<file path="src/rtl/req_ack_pkg.sv">
// Shared types and limits for the request/acknowledge responder.
//   resp_state_e : responder state (IDLE, ACTIVE, ERROR)
//   MAX_LATENCY  : deepest supported request-to-ack delay
package req_ack_pkg;

    localparam int unsigned MAX_LATENCY = 15;

    typedef enum logic [1:0] {
        IDLE   = 2'd0,
        ACTIVE = 2'd1,
        ERROR  = 2'd2
    } resp_state_e;

endpackage

</file>
<file path="src/rtl/ack_delay_line.sv">
// Fixed-latency token delay line with freeze and flush.
//   clk, rst : clock, asynchronous active-high reset
//   din      : token entering stage 0
//   flush    : zero every stage on the next edge
//   hold     : freeze all stages (ignored when flush is high)
//   dout     : token leaving the last stage (din itself when LATENCY=0)
//   any      : OR of all stages
//   any_nxt  : OR of the values the stages will take on the next edge
module ack_delay_line #(
    parameter int unsigned LATENCY = 0
) (
    input  logic clk,
    input  logic rst,
    input  logic din,
    input  logic flush,
    input  logic hold,
    output logic dout,
    output logic any,
    output logic any_nxt
);

    if (LATENCY == 0) begin : g_bypass
        // Zero latency: the request is its own token, nothing is stored.
        logic unused_ok;
        assign unused_ok = &{1'b0, clk, rst, flush, hold};
        assign dout      = din;
        assign any       = 1'b0;
        assign any_nxt   = 1'b0;
    end else begin : g_shift
        logic [LATENCY-1:0] dly_q;
        logic [LATENCY-1:0] dly_d;

        // Next stage values; the cast drops the stage shifted out of the top.
        always_comb begin
            dly_d = dly_q;
            if (flush) begin
                dly_d = '0;
            end else if (!hold) begin
                dly_d = LATENCY'({dly_q, din});
            end
        end

        always_ff @(posedge clk or posedge rst) begin
            if (rst) begin
                dly_q <= '0;
            end else begin
                dly_q <= dly_d;
            end
        end

        assign dout    = dly_q[LATENCY-1];
        assign any     = |dly_q;
        assign any_nxt = |dly_d;
    end

endmodule

</file>
<file path="src/rtl/req_ack_responder.sv">
// Turns each request pulse into exactly one acknowledge pulse after LATENCY
// cycles, buffering stalled acks in a pending counter and latching overflow.
//   clk, rst  : clock, asynchronous active-high reset
//   req       : request; every high cycle is one request
//   ack_stall : downstream stall, suppresses ack
//   clr_err   : leaves ERROR and flushes all state (no effect elsewhere)
//   ack       : acknowledge, combinational so LATENCY=0 acks in the req cycle
//   pending   : eligible acks not yet sent
//   busy      : pending acks or tokens still in the delay line
//   overflow  : high while in ERROR
module req_ack_responder
    import req_ack_pkg::*;
#(
    parameter int unsigned  LATENCY     = 0,
    parameter int unsigned  MAX_PENDING = 4,
    localparam int unsigned PEND_W      = $clog2(MAX_PENDING + 1)
) (
    input  logic              clk,
    input  logic              rst,
    input  logic              req,
    input  logic              ack_stall,
    input  logic              clr_err,
    output logic              ack,
    output logic [PEND_W-1:0] pending,
    output logic              busy,
    output logic              overflow
);

    // Out-of-range latencies are clamped to the deepest supported line.
    localparam int unsigned LAT = (LATENCY > MAX_LATENCY) ? MAX_LATENCY : LATENCY;

    resp_state_e       state_q, state_d;
    logic [PEND_W-1:0] pending_q, pending_d;

    logic in_err;
    logic req_eff;
    logic tok;
    logic line_any;
    logic line_any_nxt;
    logic line_hold;
    logic line_flush;
    logic ovf;

    assign in_err     = (state_q == ERROR);
    assign req_eff    = req && !in_err;
    assign line_hold  = in_err && !clr_err;
    assign line_flush = in_err && clr_err;

    ack_delay_line #(
        .LATENCY (LAT)
    ) u_dly (
        .clk     (clk),
        .rst     (rst),
        .din     (req_eff),
        .flush   (line_flush),
        .hold    (line_hold),
        .dout    (tok),
        .any     (line_any),
        .any_nxt (line_any_nxt)
    );

    // Next state, pending count and the combinational ack.
    always_comb begin
        state_d   = state_q;
        pending_d = pending_q;
        ack       = 1'b0;
        ovf       = 1'b0;

        if (!in_err) begin
            ack = !rst && !ack_stall && ((pending_q != '0) || tok);
            // A token arriving with a full counter and no ack is dropped.
            ovf = (pending_q == PEND_W'(MAX_PENDING)) && tok && !ack;
        end

        unique case (state_q)
            ERROR: begin
                if (clr_err) begin
                    pending_d = '0;
                    state_d   = IDLE;
                end
            end
            default: begin
                if (ovf) begin
                    state_d = ERROR;
                end else begin
                    pending_d = pending_q + PEND_W'(tok) - PEND_W'(ack);
                    state_d   = ((pending_d != '0) || line_any_nxt) ? ACTIVE : IDLE;
                end
            end
        endcase
    end

    always_ff @(posedge clk or posedge rst) begin
        if (rst) begin
            state_q   <= IDLE;
            pending_q <= '0;
        end else begin
            state_q   <= state_d;
            pending_q <= pending_d;
        end
    end

    assign pending  = pending_q;
    assign busy     = (pending_q != '0) || line_any;
    assign overflow = in_err;

endmodule
</file>
<file path="config.mk">
export PLATFORM = sky130hd
export DESIGN_NAME = req_ack_responder
export DESIGN_NICKNAME = d
export VERILOG_FILES = /design/src/rtl/req_ack_pkg.sv /design/src/rtl/ack_delay_line.sv /design/src/rtl/req_ack_responder.sv
export SDC_FILE = /design/constraint.sdc
export NUM_CORES = 1
export LEC_CHECK = 0
export BUFFER_PORTS_ARGS = -buffer_cell sky130_fd_sc_hd__buf_2
export CAP_MARGIN = 20
export CORE_AREA = 2 2 39 41
export CTS_CLUSTER_SIZE = 16
export DETAILED_ROUTE_END_ITERATION = 10
export DIE_AREA = 0 0 41 43
export MAX_ROUTING_LAYER = met4
export SETUP_SLACK_MARGIN = 0.1
export SYNTH_ARGS = -nofsm -noshare
export SYNTH_HDL_FRONTEND = slang
export SYNTH_SLANG_ARGS = --single-unit
export TNS_END_PERCENT = 100
</file>
<file path="constraint.sdc">
create_clock -name clk -period 7.9 [get_ports clk]
set_input_delay 1.58 -clock clk [delete_from_list [all_inputs] [get_ports clk]]
set_output_delay 1.58 -clock clk [all_outputs]
set_load 0.01 [all_outputs]
</file>
# ---- Word level (Yosys, flattened, before mapping)
# Cells that the tools add are included.
dict set report totals {
  ff_bits 5
  in_bits 5
}
dict set report classes {
  n_reduce_logical 13
  mux 9
  eq_ne 4
  add_sub_neg 2
}
# cell count
set op_table {}
lappend op_table {{3-bit two-way mux} 3}
lappend op_table {{2-bit two-way mux} 3}
lappend op_table {{3-bit nonzero test} 2}
lappend op_table {{1-bit logical AND} 5}
lappend op_table {{1-bit logical NOT} 4}
lappend op_table {{2-bit inequality test (second input constant)} 2}
lappend op_table {{3-bit by 1-bit adder with 3-bit output} 1}
lappend op_table {{3-bit == test (second input constant)} 1}
lappend op_table {{1-bit two-way mux} 3}
lappend op_table {{3-bit by 1-bit subtractor with 3-bit output} 1}
lappend op_table {{2-bit == test (second input constant)} 1}
lappend op_table {{2-bit AND reduction} 1}
lappend op_table {{1-bit logical OR} 1}

# ---- Longest topological paths before layout
# Gate-level depths: netlist of run 1.
dict set report logic_depth {
  ltp_word 11
  mapped_depth 11
  depth_no_buf 11
}

# ---- Cells and area by module
# From an unflattened synthesis of run 1, not the netlist that was laid out.
dict set report hier_totals {
  cells_unflattened 40
  area_unflattened_um2 387.9
}
# mod seq_area_each_um2 area_per_inst_um2 cells_per_inst n_inst
set by_module_without_submodules {}
lappend by_module_without_submodules {req_ack_responder 125.1 361.6 36 1}
lappend by_module_without_submodules {ack_delay_line 0.0 26.3 4 1}

# ---- Worst setup path after synthesis of run 1
# OpenSTA, ideal clock, no wires.
dict set report synth_timing {
  path_kind {input port to flip-flop}
  startpoint {input rst}
  endpoint {register state_q[0]}
  cell_stages 9
  n_path_buf 0
  setup_time_ns 0.126
  t_required_ns 7.774
  arrival_time_ns 3.583
  path_slack_ns 4.191
  path_cell_list {nor4_1 -> ha_1 -> inv_1 -> ha_1 -> inv_1 -> fa_1 -> xnor2_1 -> xnor2_1 -> o311a_1}
}
dict set report synth_via {
  elab_chain_cells 9
  elab_cells_between_ends 12
  cone_classes {add/sub: 1; mux: 5; reduce/logical: 6}
}
# item line
set synth_rtl {}
lappend synth_rtl {{start: declaration} req_ack_responder.sv:19} ;# input logic rst,
lappend synth_rtl {{1-bit logical NOT (no source line) (*)} --}
lappend synth_rtl {{1-bit logical AND (*) (2 in series)} req_ack_responder.sv:70} ;# ack = !rst && !ack_stall && ((pending_q != '0) || tok);
lappend synth_rtl {{1-bit two-way mux} req_ack_responder.sv:69} ;# if (!in_err) begin
lappend synth_rtl {{3-bit by 1-bit subtractor with 3-bit output} req_ack_responder.sv:86} ;# pending_d = pending_q + PEND_W'(tok) - PEND_W'(ack);
lappend synth_rtl {{3-bit nonzero test} req_ack_responder.sv:87} ;# state_d = ((pending_d != '0) || line_any_nxt) ? ACTIVE : IDLE;
lappend synth_rtl {{1-bit two-way mux} req_ack_responder.sv:87}
lappend synth_rtl {{2-bit two-way mux (*)} req_ack_responder.sv:83} ;# if (ovf) begin
lappend synth_rtl {{2-bit two-way mux (*)} req_ack_responder.sv:75} ;# unique case (state_q)
lappend synth_rtl {{end signal: assignment} req_ack_responder.sv:98} ;# state_q <= state_d;
lappend synth_rtl {{end: declaration} req_ack_responder.sv:32} ;# resp_state_e state_q, state_d;
# Every way passes the cells marked *; elsewhere a longest branch is shown, timed or not.
# A chain may end at the register's enable or synchronous reset.

# ---- Final worst setup path of run 1
dict set report layout_timing {
  startpoint {input rst}
  endpoint {output ack}
}
dict set report layout_via {
  elab_chain_cells 4
}
# item line
set layout_rtl {}
lappend layout_rtl {{1-bit logical NOT (no source line)} --}
lappend layout_rtl {{1-bit logical AND (2 in series)} req_ack_responder.sv:70}
lappend layout_rtl {{1-bit two-way mux} req_ack_responder.sv:69}
lappend layout_rtl {{end: declaration} req_ack_responder.sv:23} ;# output logic ack,
# No other way between the ends.

==> implementation parameters, run 1 <==
Parameter                              Value

Outcome
  Status    completed

Timing
  Count of endpoints failing hold in the final timing report    0
  Clock period minus worst slack    3.827 ns
  Max Clk Rate    261.3 MHz
  Summed negative setup slack over all endpoints    0 ns
  Post-route worst setup slack    about 4.1 ns
  Unrepaired setup endpoints after global routing    no
  Fraction of the cycle the final worst path needs    48.45%
  Worst clock skew on the final layout    ~0.0037 ns
  Worst relative slew slack    around 78%
  Transition time of the tightest slew-check pin    0.3337 ns
  Number of setup violations in the final report    0
  Final-report max-slew violation count    0

Clock tree
  Clock latency on the worst-skew pair    0.25 ns
  CTS HTree Levels    1
  Buffers inserted during post-CTS setup optimization    0
  Deepest clock path buffer count    2
  Clock tree from TritonCTS    yes
  Hold-fix buffers, CTS    0
  Total CTS buffers    3
  Number of clock sinks seen by CTS    5
  Clock slew at the register clock pins of the worst setup and hold paths    ~0.050 ns
  Resized cells post-CTS    0
  Buffer cell driving the clock tree root    sky130_fd_sc_hd__clkbuf_4

Worst hold path
  Start point of the worst min-delay path    state_q[0]$_DFFE_PP0P_
  Worst hold endpoint    state_q[1]$_DFFE_PP0P_
  Cell depth of the worst hold path    2
  Type of the worst min-delay path    flop to flop

Drt
  Antenna viol nets, final    0
  DRC violation count after routing    0
  Average wire per standard cell    approximately 11 um
  Post-detailed-route via-to-cell ratio    between 5 and 6
  Total via count in the routed design    311
  Length of the first detailed-routing pass in iterations    4
  Final WL    roughly 700 um
  First DRT Iteration DRCs    12

Floorplan
  Core Box Area    0.001384 mm^2
  Die area    0.001763 mm^2
  Horizontal die dimension    between 40 and 50 um
  Ports    11
  Initial cell density of the core    between 20% and 30%
  Number of placement rows    14
  Floorplan die height    43 um

Global route
  Via count of the first global-routing pass    287
  Residual overflow from global routing    0
  Wire length of the first global-routing pass    1090 um
  Pin count of the biggest net entering global routing    9
  Antenna violations before repair    0
  Overall fraction of global-route tracks in use    a little under a tenth

Power
  Clk pwr share    approximately a fifth
  Switching Fraction    between 40% and 50%
  Flop pwr share    33.1%
  Combinational share of power    48.1%
  Cell internal power dissipation    approximately 0.00010 W
  Ratio of total power to cell area    384.0 mW/mm^2
  Pleak    roughly 0.22 nW
  Power spent charging and discharging nets    between 0.00006 and 0.00007 W
  Largest vdd supply drop    roughly 0.00012 V

Place
  Cell count after placement    58
  Setup WS pre-CTS    4.067 ns
  Placed wire-length estimate    about 550 um
  Total of buffers placed on input and output ports    10
  RePlAce Congestion    ~0.7

Layout
  Synthesis-to-finish area growth    28.62%
  Footprint of the multi-input gates    ~190 um^2
  Fraction of layout cells with a size suffix above 1    around two fifths
  Non-filler instance count after layout    between 60 and 70
  Flip-flop and latch area    around 130 um^2
  Final standard cell utilization of the core    a little under a third
  Antenna fix cells    0
  Number of nets at the end of the flow    55
  Fillcell total    ~150

Synth
  Post-Syn Area    ~340 um^2
  Post-synthesis net count    40
  Number of enable-type register cells in the synthesized netlist    0
  Synthesized instance count    32
  Synth cell count leaders    sky130_fd_sc_hd__inv_1 (6), sky130_fd_sc_hd__dfrtp_1 (5), sky130_fd_sc_hd__ha_1 (2), sky130_fd_sc_hd__nand2_1 (2), sky130_fd_sc_hd__xnor2_1 (2)
  Cell with the most instances after synthesis    sky130_fd_sc_hd__inv_1
  Avg Inst Size Synth    10.52 um^2
  Cell taking the most area after synthesis    sky130_fd_sc_hd__dfrtp_1
  Yosys warns    0
  Sequential area share after synthesis    37.17%
  Largest cells by area after synthesis    sky130_fd_sc_hd__dfrtp_1 (37%), sky130_fd_sc_hd__ha_1 (7.4%), sky130_fd_sc_hd__inv_1 (6.7%), sky130_fd_sc_hd__fa_1 (5.9%), sky130_fd_sc_hd__xnor2_1 (5.2%)
  Async set-or-reset flop fraction in the synthesized netlist    100.0%
  Library cells used by synthesis    20
  Leading register cell type out of synthesis    sky130_fd_sc_hd__dfrtp_1
  Area share of the leading cell type in the synthesized netlist    between 30% and 40%
  Total of flip-flops plus latches after synthesis    5

Run
  Max cap viols    0

Worst setup path
  Cell count of the worst reg-to-reg path    11
  Largest driver fanout on the critical path    3
  Crit path capture type    output pin
  Req. time, crit path    between 6 and 7 ns
  Signal arrival time at the worst endpoint    between 2 and 2.5 ns
  Reg2reg start    pending[1]$_DFFE_PP0P_
  Worst Path Class, Setup    input port to output pin
  Reg-to-reg setup timing slack    a little over 5 ns
  Kind of start point of the critical path    input port
  Worst R2R End    state_q[0]$_DFFE_PP0P_
  Startpoint of the most critical setup path    rst
per-layer routing:
metal / vias up / routed length, um / track usage [%]
met4: 0 / 29 / 8.000
met1: 151 / 297 / 10.78
met5: - / 0 / -
met3: 4 / 46 / 1.571
li1: 142 / - / -
met2: 14 / 319 / 13.75
stage by stage:
step                instance area (um^2)  hold slack, ns  power (W)
global route                       432.9          0.6243  0.0001819
finish                             432.9          0.5781  0.0001663
detailed placement                 406.6          0.5781  0.0001357
global placement                   406.6          0.5510  0.0001367
CTS                                432.9          0.5907  0.0001682
floorplan                          336.6          0.5199  0.0001126
state kept, by name (all words and copies together), names as in the netlist:
signal and flops:
pending 3, state_q 2
area by class of cell:
| class | count | share of cell area, % |
|---|---|---|
| multi-input combinational | 21 | 43.64 |
| sequential | 5 | 28.90 |
| clock buffer | 4 | 6.069 |
| tap | 16 | 4.624 |
| inverter | 6 | 5.202 |
| timing repair buffer | 10 | 11.56 |
kinds of logic after synthesis:
group,count (synthesis),share of synthesized area [%]
buf+inv,6,6.691
fa+ha+maj,3,13.38
simple gates,10,18.22
xor+xnor,2,5.205
compound gates,6,19.33
flops,5,37.17
worst max path at each step:
stage               slack, ns  cells after the start                endpoint
floorplan                4.19                      9  state_q[0]$_DFFE_PP0P_
global placement         4.09                      3                     ack
detailed placement       4.07                      3                     ack
CTS                      4.07                      3                     ack
global route             4.01                      3                     ack
finish                   4.07                      3                     ack
layout by cell type (no fill, tap or decap):
cell type                  instances
sky130_fd_sc_hd__buf_2            10
sky130_fd_sc_hd__o31ai_1           1
sky130_fd_sc_hd__nand3b_1          1
sky130_fd_sc_hd__o211ai_2          1
sky130_fd_sc_hd__o41ai_2           1
sky130_fd_sc_hd__or3b_2            1
sky130_fd_sc_hd__inv_1             6
sky130_fd_sc_hd__o311a_1           1
sky130_fd_sc_hd__nor2_1            1
sky130_fd_sc_hd__clkbuf_4          3
sky130_fd_sc_hd__or3_2             1
sky130_fd_sc_hd__fa_1              1
sky130_fd_sc_hd__or3_1             1
sky130_fd_sc_hd__o32ai_1           1
sky130_fd_sc_hd__dfrtp_1           5
sky130_fd_sc_hd__xnor2_1           2
sky130_fd_sc_hd__nand2b_2          1
sky130_fd_sc_hd__ha_1              2
sky130_fd_sc_hd__clkbuf_1          1
sky130_fd_sc_hd__nor4_1            1
sky130_fd_sc_hd__a32o_1            1
sky130_fd_sc_hd__nor3_1            1
sky130_fd_sc_hd__nand2_1           2
power by group through the flow:
stage | Clock [W] | Combinational, W | Sequential (W)
final | 0.0000313 | 0.0000800 | 0.0000550
after global routing | 0.0000330 | 0.0000904 | 0.0000585
after CTS | 0.0000317 | 0.0000809 | 0.0000555
after detailed placement | 0 | 0.0000799 | 0.0000558
after global placement | 0 | 0.0000816 | 0.0000551
after floorplan | 0 | 0.0000568 | 0.0000558
critical path, cell delays in order:
cell and delay, ns:
sky130_fd_sc_hd__buf_2 0.11, sky130_fd_sc_hd__nor4_1 0.35, sky130_fd_sc_hd__buf_2 0.20
No activity file was read; power rests on OpenSTA's default activity.
==> inputs of run 2 (changes only) <==
==> constraint.sdc (replaced) <==
create_clock -name clk -period 3.8 [get_ports clk]
set_input_delay 0.76 -clock clk [delete_from_list [all_inputs] [get_ports clk]]
set_output_delay 0.76 -clock clk [all_outputs]
set_load 0.01 [all_outputs]
==> run 2 against run 1 <==
- count of clock-buffer cells in the layout stayed put
- wire length grew 1.3%
- first-iteration DRC count decreased by 75%
- combinational power is 110% higher
- sequential share of layout area stayed put
- total power increased by 110%
- clock skew shrank 0.0010 ns
- critical endpoint is now state_q[0]$_DFFE_PP0P_
- largest power group unchanged
==> implementation parameters, run 2 (synthesized netlist as in run 1, its figures left out) <==
Parameter                              Value

Timing
  Clock period minus worst slack    roughly 2.8 ns
  Fraction of the cycle the final worst path needs    ~73%
  Summed negative setup slack over all endpoints    0 ns
  Worst clock skew on the final layout    about 0.0027 ns
  Final-report max-slew violation count    0
  Transition time of the tightest slew-check pin    approximately 0.35 ns
  Count of endpoints failing hold in the final timing report    0
  Max Clk Rate    362.1 MHz
  Worst relative slew slack    around 77%
  Unrepaired setup endpoints after global routing    no
  Number of setup violations in the final report    0

Worst setup path
  Delay of the slowest cell on the worst path    about 0.5 ns
  Signal arrival time at the worst endpoint    2.89 ns
  Worst-path cell with the longest stage delay    sky130_fd_sc_hd__or3_2
  Reg-to-reg setup timing slack    roughly 1.0 ns
  Worst R2R End    state_q[0]$_DFFE_PP0P_
  Crit path buffers/inverters    2
  Crit path capture type    flop
  Worst Path Class, Setup    flop to flop
  Reg2reg start    pending[1]$_DFFE_PP0P_
  Cell count of the worst reg-to-reg path    11
  Critical Path, Cell by Cell    or3_2 > nor2_1 > nor4_1 > ha_1 > inv_1 > ha_1 > inv_1 > fa_1 > xnor2_1 > xnor2_1 > o311a_1
  Kind of start point of the critical path    flop
  Category of cells accounting for the largest share of critical-path delay    adder cells
  Largest driver fanout on the critical path    8
  Req. time, crit path    approximately 4 ns

Place
  Total of buffers placed on input and output ports    10
  Placed wire-length estimate    580.8 um
  RePlAce Congestion    0.7155

Drt
  Total via count in the routed design    a little under 300
  First DRT Iteration DRCs    3
  Post-detailed-route via-to-cell ratio    roughly 4.7
  Final WL    702 um
  Average wire per standard cell    between 10 and 15 um
  Antenna viol nets, final    0
  Length of the first detailed-routing pass in iterations    2
  DRC violation count after routing    0

Worst hold path
  Type of the worst min-delay path    input port to async pin

Clock tree
  Clock slew at the register clock pins of the worst setup and hold paths    around 0.04 ns
  Resized cells post-CTS    0
  Buffer cell driving the clock tree root    sky130_fd_sc_hd__clkbuf_4
  CTS HTree Levels    1
  Clock tree from TritonCTS    yes
  Buffers inserted during post-CTS setup optimization    0
  Hold-fix buffers, CTS    0
  Number of clock sinks seen by CTS    5
  Total CTS buffers    3
  Clock latency on the worst-skew pair    roughly 0.24 ns
  Deepest clock path buffer count    2

Outcome
  Status    completed

Power
  Largest vdd supply drop    roughly 0.00025 V
  Pleak    approximately 0.22 nW
  Ratio of total power to cell area    808.2 mW/mm^2

Run
  Max cap viols    0

Floorplan
  Number of placement rows    14
  Horizontal die dimension    between 40 and 50 um
  Initial cell density of the core    roughly a quarter
  Core Box Area    ~0.0014 mm^2
  Floorplan die height    43 um
  Ports    11
  Die area    ~0.0018 mm^2

Layout
  Final standard cell utilization of the core    between 30 and 40%
  Number of nets at the end of the flow    55
  Most common cell after layout, fill and taps aside    sky130_fd_sc_hd__buf_2
  Largest register FFs    3
  Antenna fix cells    0
  Commonest cells after routing, fill and taps aside    sky130_fd_sc_hd__buf_2 (10), sky130_fd_sc_hd__inv_1 (6), sky130_fd_sc_hd__dfrtp_1 (5)
  Fraction of layout cells with a size suffix above 1    39.13%
  Synthesis-to-finish area growth    28.62%

Global route
  Pin count of the biggest net entering global routing    9
  Residual overflow from global routing    0
  Via count of the first global-routing pass    about 250
  Wire length of the first global-routing pass    1055 um
  Antenna violations before repair    0
  Overall fraction of global-route tracks in use    ~10%
==> run 2: cell counts in the layout (fill, tap and decap cells not counted) <==
No cell type changed its count.
==> run 2: routing by layer <==
layer	vias to the layer above	part of all wire, %	track usage [%]
met5	-	0	-
met4	0	2.0	6.000
met3	2	8.1	6.283
met2	12	43	12.81
met1	134	47	11.44
li1	145	-	-
==> run 2: layout make-up <==
class	instances	area, um^2
Timing Repair Buffer	10	50.05
Sequential cell	5	125.1
Multi-Input combinational cell	21	188.9
Clock buffer	4	26.28
Inverter	6	22.52
Tap cell	16	20.02
Fill cell	149	950.9
==> run 2: worst max-delay path by stage <==
stage / from / end / slack (ns) / cells past startpoint
final: pending[1]$_DFFE_PP0P_ / state_q[0]$_DFFE_PP0P_ / 1.04 / 11
after global routing: pending[1]$_DFFE_PP0P_ / state_q[0]$_DFFE_PP0P_ / 0.89 / 11
after CTS: pending[1]$_DFFE_PP0P_ / state_q[0]$_DFFE_PP0P_ / 1.02 / 11
after detailed placement: rst / state_q[0]$_DFFE_PP0P_ / 0.91 / 10
after global placement: rst / state_q[0]$_DFFE_PP0P_ / 0.97 / 10
after floorplan: rst / state_q[0]$_DFFE_PP0P_ / 0.91 / 9
==> run 2: worst register-to-register path, stage by stage, from the launching register on <==
cell	delay (ns)
sky130_fd_sc_hd__dfrtp_1	0.48
sky130_fd_sc_hd__or3_2	0.50
sky130_fd_sc_hd__nor2_1	0.10
sky130_fd_sc_hd__nor4_1	0.06
sky130_fd_sc_hd__ha_1	0.29
sky130_fd_sc_hd__inv_1	0.06
sky130_fd_sc_hd__ha_1	0.13
sky130_fd_sc_hd__inv_1	0.05
sky130_fd_sc_hd__fa_1	0.37
sky130_fd_sc_hd__xnor2_1	0.15
sky130_fd_sc_hd__xnor2_1	0.16
sky130_fd_sc_hd__o311a_1	0.29
==> run 2: per-stage QoR <==
| stage | instances | instance area, um^2 | worst slack (ns) | hold WS [ns] | total power (W) |
|---|---|---|---|---|---|
| after global routing | 62 | 432.9 | 0.8918 | 0.4525 | 0.0003800 |
| after global placement | 58 | 406.6 | 0.9699 | 0.5655 | 0.0002841 |
| after floorplan | 32 | 336.6 | 0.9113 | 0.5199 | 0.0002340 |
| final | 62 | 432.9 | 1.038 | 0.4315 | 0.0003499 |
| after detailed placement | 58 | 406.6 | 0.9116 | 0.5611 | 0.0002901 |
| after CTS | 62 | 432.9 | 1.023 | 0.4352 | 0.0003536 |
==> run 2: power breakdown <==
group          internal [W]  switching, W  leakage (nW)
Sequential        0.0000780     0.0000386        0.0591
Combinational     0.0000908     0.0000807         0.143
Clock             0.0000397     0.0000220        0.0150
Total              0.000209      0.000141         0.217
==> inputs of run 3 (changes only) <==
==> constraint.sdc (replaced) <==
create_clock -name clk -period 2.4 [get_ports clk]
set_input_delay 0.48 -clock clk [delete_from_list [all_inputs] [get_ports clk]]
set_output_delay 0.48 -clock clk [all_outputs]
set_load 0.01 [all_outputs]
==> run 3 against run 2 <==
- the flow now finishes with violations (setup timing)
- largest cell class unchanged
- combinational power rose to 2.8 times the previous value
- register-to-register slack got worse by 1.1 ns
- setup slack got worse by 1.1 ns
- sequential power rose by 23%
==> implementation parameters, run 3 (synthesized netlist as in run 1, its figures left out) <==
Parameter                              Value

Floorplan
  Floorplan die height    between 40 and 50 um
  Horizontal die dimension    between 40 and 50 um
  Die area    roughly 0.0018 mm^2
  Ports    11
  Initial cell density of the core    24.32%
  Number of placement rows    14
  Core Box Area    0.001384 mm^2

Timing
  Max Clk Rate    between 400 and 500 MHz
  Final-report max-slew violation count    0
  Worst clock skew on the final layout    about 0.0041 ns
  Unrepaired setup endpoints after global routing    yes
  Post-route worst setup slack    -0.08191 ns
  Fraction of the cycle the final worst path needs    103.4%
  Transition time of the tightest slew-check pin    about 0.41 ns
  Number of setup violations in the final report    2
  Worst relative slew slack    between 70% and 80%
  Summed negative setup slack over all endpoints    -0.08519 ns
  Count of endpoints failing hold in the final timing report    0
  Clock period minus worst slack    approximately 2.5 ns

Global route
  Via count of the first global-routing pass    310
  Residual overflow from global routing    0
  Pin count of the biggest net entering global routing    8
  Antenna violations before repair    0
  Global routing met1 resource utilization    10.16%
  Most Used Layer, Global Route    met2
  Met3 track utilization from global routing    roughly 6.3%
  Overall fraction of global-route tracks in use    about an eighth
  Wire length of the first global-routing pass    1248 um
  Met2 GRT Util    between 15 and 20%

Layout
  Fillcell total    140
  Commonest cells after routing, fill and taps aside    sky130_fd_sc_hd__buf_2 (10), sky130_fd_sc_hd__buf_4 (7), sky130_fd_sc_hd__inv_1 (6)
  Most common cell after layout, fill and taps aside    sky130_fd_sc_hd__buf_2
  Synthesis-to-finish area growth    62.83%
  Number of nets at the end of the flow    63
  Largest register FFs    3
  Fraction of layout cells with a size suffix above 1    about 63%
  Antenna fix cells    0
  Final standard cell utilization of the core    about two fifths

Power
  Ratio of total power to cell area    between 1000 and 1500 mW/mm^2
  Post-layout total power    approximately 0.0007 W
  Largest vdd supply drop    slightly above 0.0004 V
  Pleak    approximately 0.27 nW

Run
  Max cap viols    0

Outcome
  Failing checks    setup timing
  Status    complete, but fails checks

Worst setup path
  Signal arrival time at the worst endpoint    between 2 and 3 ns
  Largest driver fanout on the critical path    2
  Crit path capture type    flop
  Reg-to-reg setup timing slack    -0.08 ns
  Worst Path Class, Setup    flop to flop
  Kind of start point of the critical path    flop
  Req. time, crit path    between 2 and 3 ns

Clock tree
  Total CTS buffers    3
  Deepest clock path buffer count    2
  CTS HTree Levels    1
  Buffers inserted during post-CTS setup optimization    0
  Clock tree from TritonCTS    yes
  Clock slew at the register clock pins of the worst setup and hold paths    around 0.040 ns
  Number of clock sinks seen by CTS    5
  Hold-fix buffers, CTS    0
  Buffer cell driving the clock tree root    sky130_fd_sc_hd__clkbuf_4
  Clock latency on the worst-skew pair    about 0.24 ns

Drt
  Total via count in the routed design    326
  Length of the first detailed-routing pass in iterations    1
  First DRT Iteration DRCs    0
  Average wire per standard cell    11.64 um
  DRC violation count after routing    0
  Antenna viol nets, final    0
  Post-detailed-route via-to-cell ratio    4.657
  Final WL    815 um

Worst hold path
  Type of the worst min-delay path    input port to async pin

Place
  Setup WS pre-CTS    -0.07651 ns
  Placed wire-length estimate    just under 700 um
  Total of buffers placed on input and output ports    10
  RePlAce Congestion    0.7095
run 3: cell count changes in the layout (fill, tap and decap cells not counted), sizes merged:
cell  previous run  this run
buf             10        18
run 3: path summary, 6_finish.rpt:
path	from	endpoint	cells after the start
setup / recovery	pending[2]$_DFFE_PP0P_	state_q[0]$_DFFE_PP0P_	11
hold reg to reg	state_q[0]$_DFFE_PP0P_	state_q[1]$_DFFE_PP0P_	2
min in group clk	clr_err	pending[0]$_DFFE_PP0P_	2
max in group asynchronous	rst	pending[1]$_DFFE_PP0P_	3
setup reg to reg	pending[2]$_DFFE_PP0P_	state_q[0]$_DFFE_PP0P_	11
hold / removal	rst	state_q[1]$_DFFE_PP0P_	3
run 3: timing repair:
item                       CTS  global route
cloned                       0             0
setup endpoints to repair    3             3
gates resized for setup      2             4
run 3: area by class of cell:
class                      instances  area [um^2]  area share, %
tap                               16        20.02          3.653
inverter                           6        22.52          4.110
sequential                         5        127.6          23.29
multi-input combinational         21        237.7          43.38
clock buffer                       4        26.28          4.795
timing repair buffer              18        113.9          20.78
run 3: worst max-delay path: stages (launching register included):
cell and delay (ns):
sky130_fd_sc_hd__dfrtp_2 0.39, sky130_fd_sc_hd__or3_4 0.40, sky130_fd_sc_hd__nor2_4 0.09, sky130_fd_sc_hd__nor4_2 0.05, sky130_fd_sc_hd__ha_1 0.28, sky130_fd_sc_hd__inv_1 0.06
sky130_fd_sc_hd__ha_1 0.13, sky130_fd_sc_hd__inv_1 0.05, sky130_fd_sc_hd__fa_2 0.34, sky130_fd_sc_hd__xnor2_2 0.15, sky130_fd_sc_hd__xnor2_2 0.14, sky130_fd_sc_hd__o311a_1 0.29
run 3: stage by stage:
stage / instances / cell area (um^2) / hold WS, ns
after detailed placement: 66 / 484.2 / 0.5431
after CTS: 70 / 520.5 / 0.2858
final: 70 / 548.0 / 0.2910
after global placement: 66 / 484.2 / 0.5436
after floorplan: 32 / 354.1 / 0.2584
after global routing: 70 / 548.0 / 0.2910
run 3: metal layers:
layer | routed length (um) | part of all wire, % | up-vias
met3 | 60 | 7.4 | 2
met5 | 0 | 0 | -
met2 | 427 | 52 | 10
li1 | - | - | 162
met4 | 12 | 1.5 | 0
met1 | 315 | 39 | 152
run 3: power breakdown:
part	switching, W	internal (W)	total, W
Sequential	0.0000175	0.000127	0.000144
Combinational	0.000216	0.000260	0.000476
Clock	0.0000327	0.0000628	0.0000955
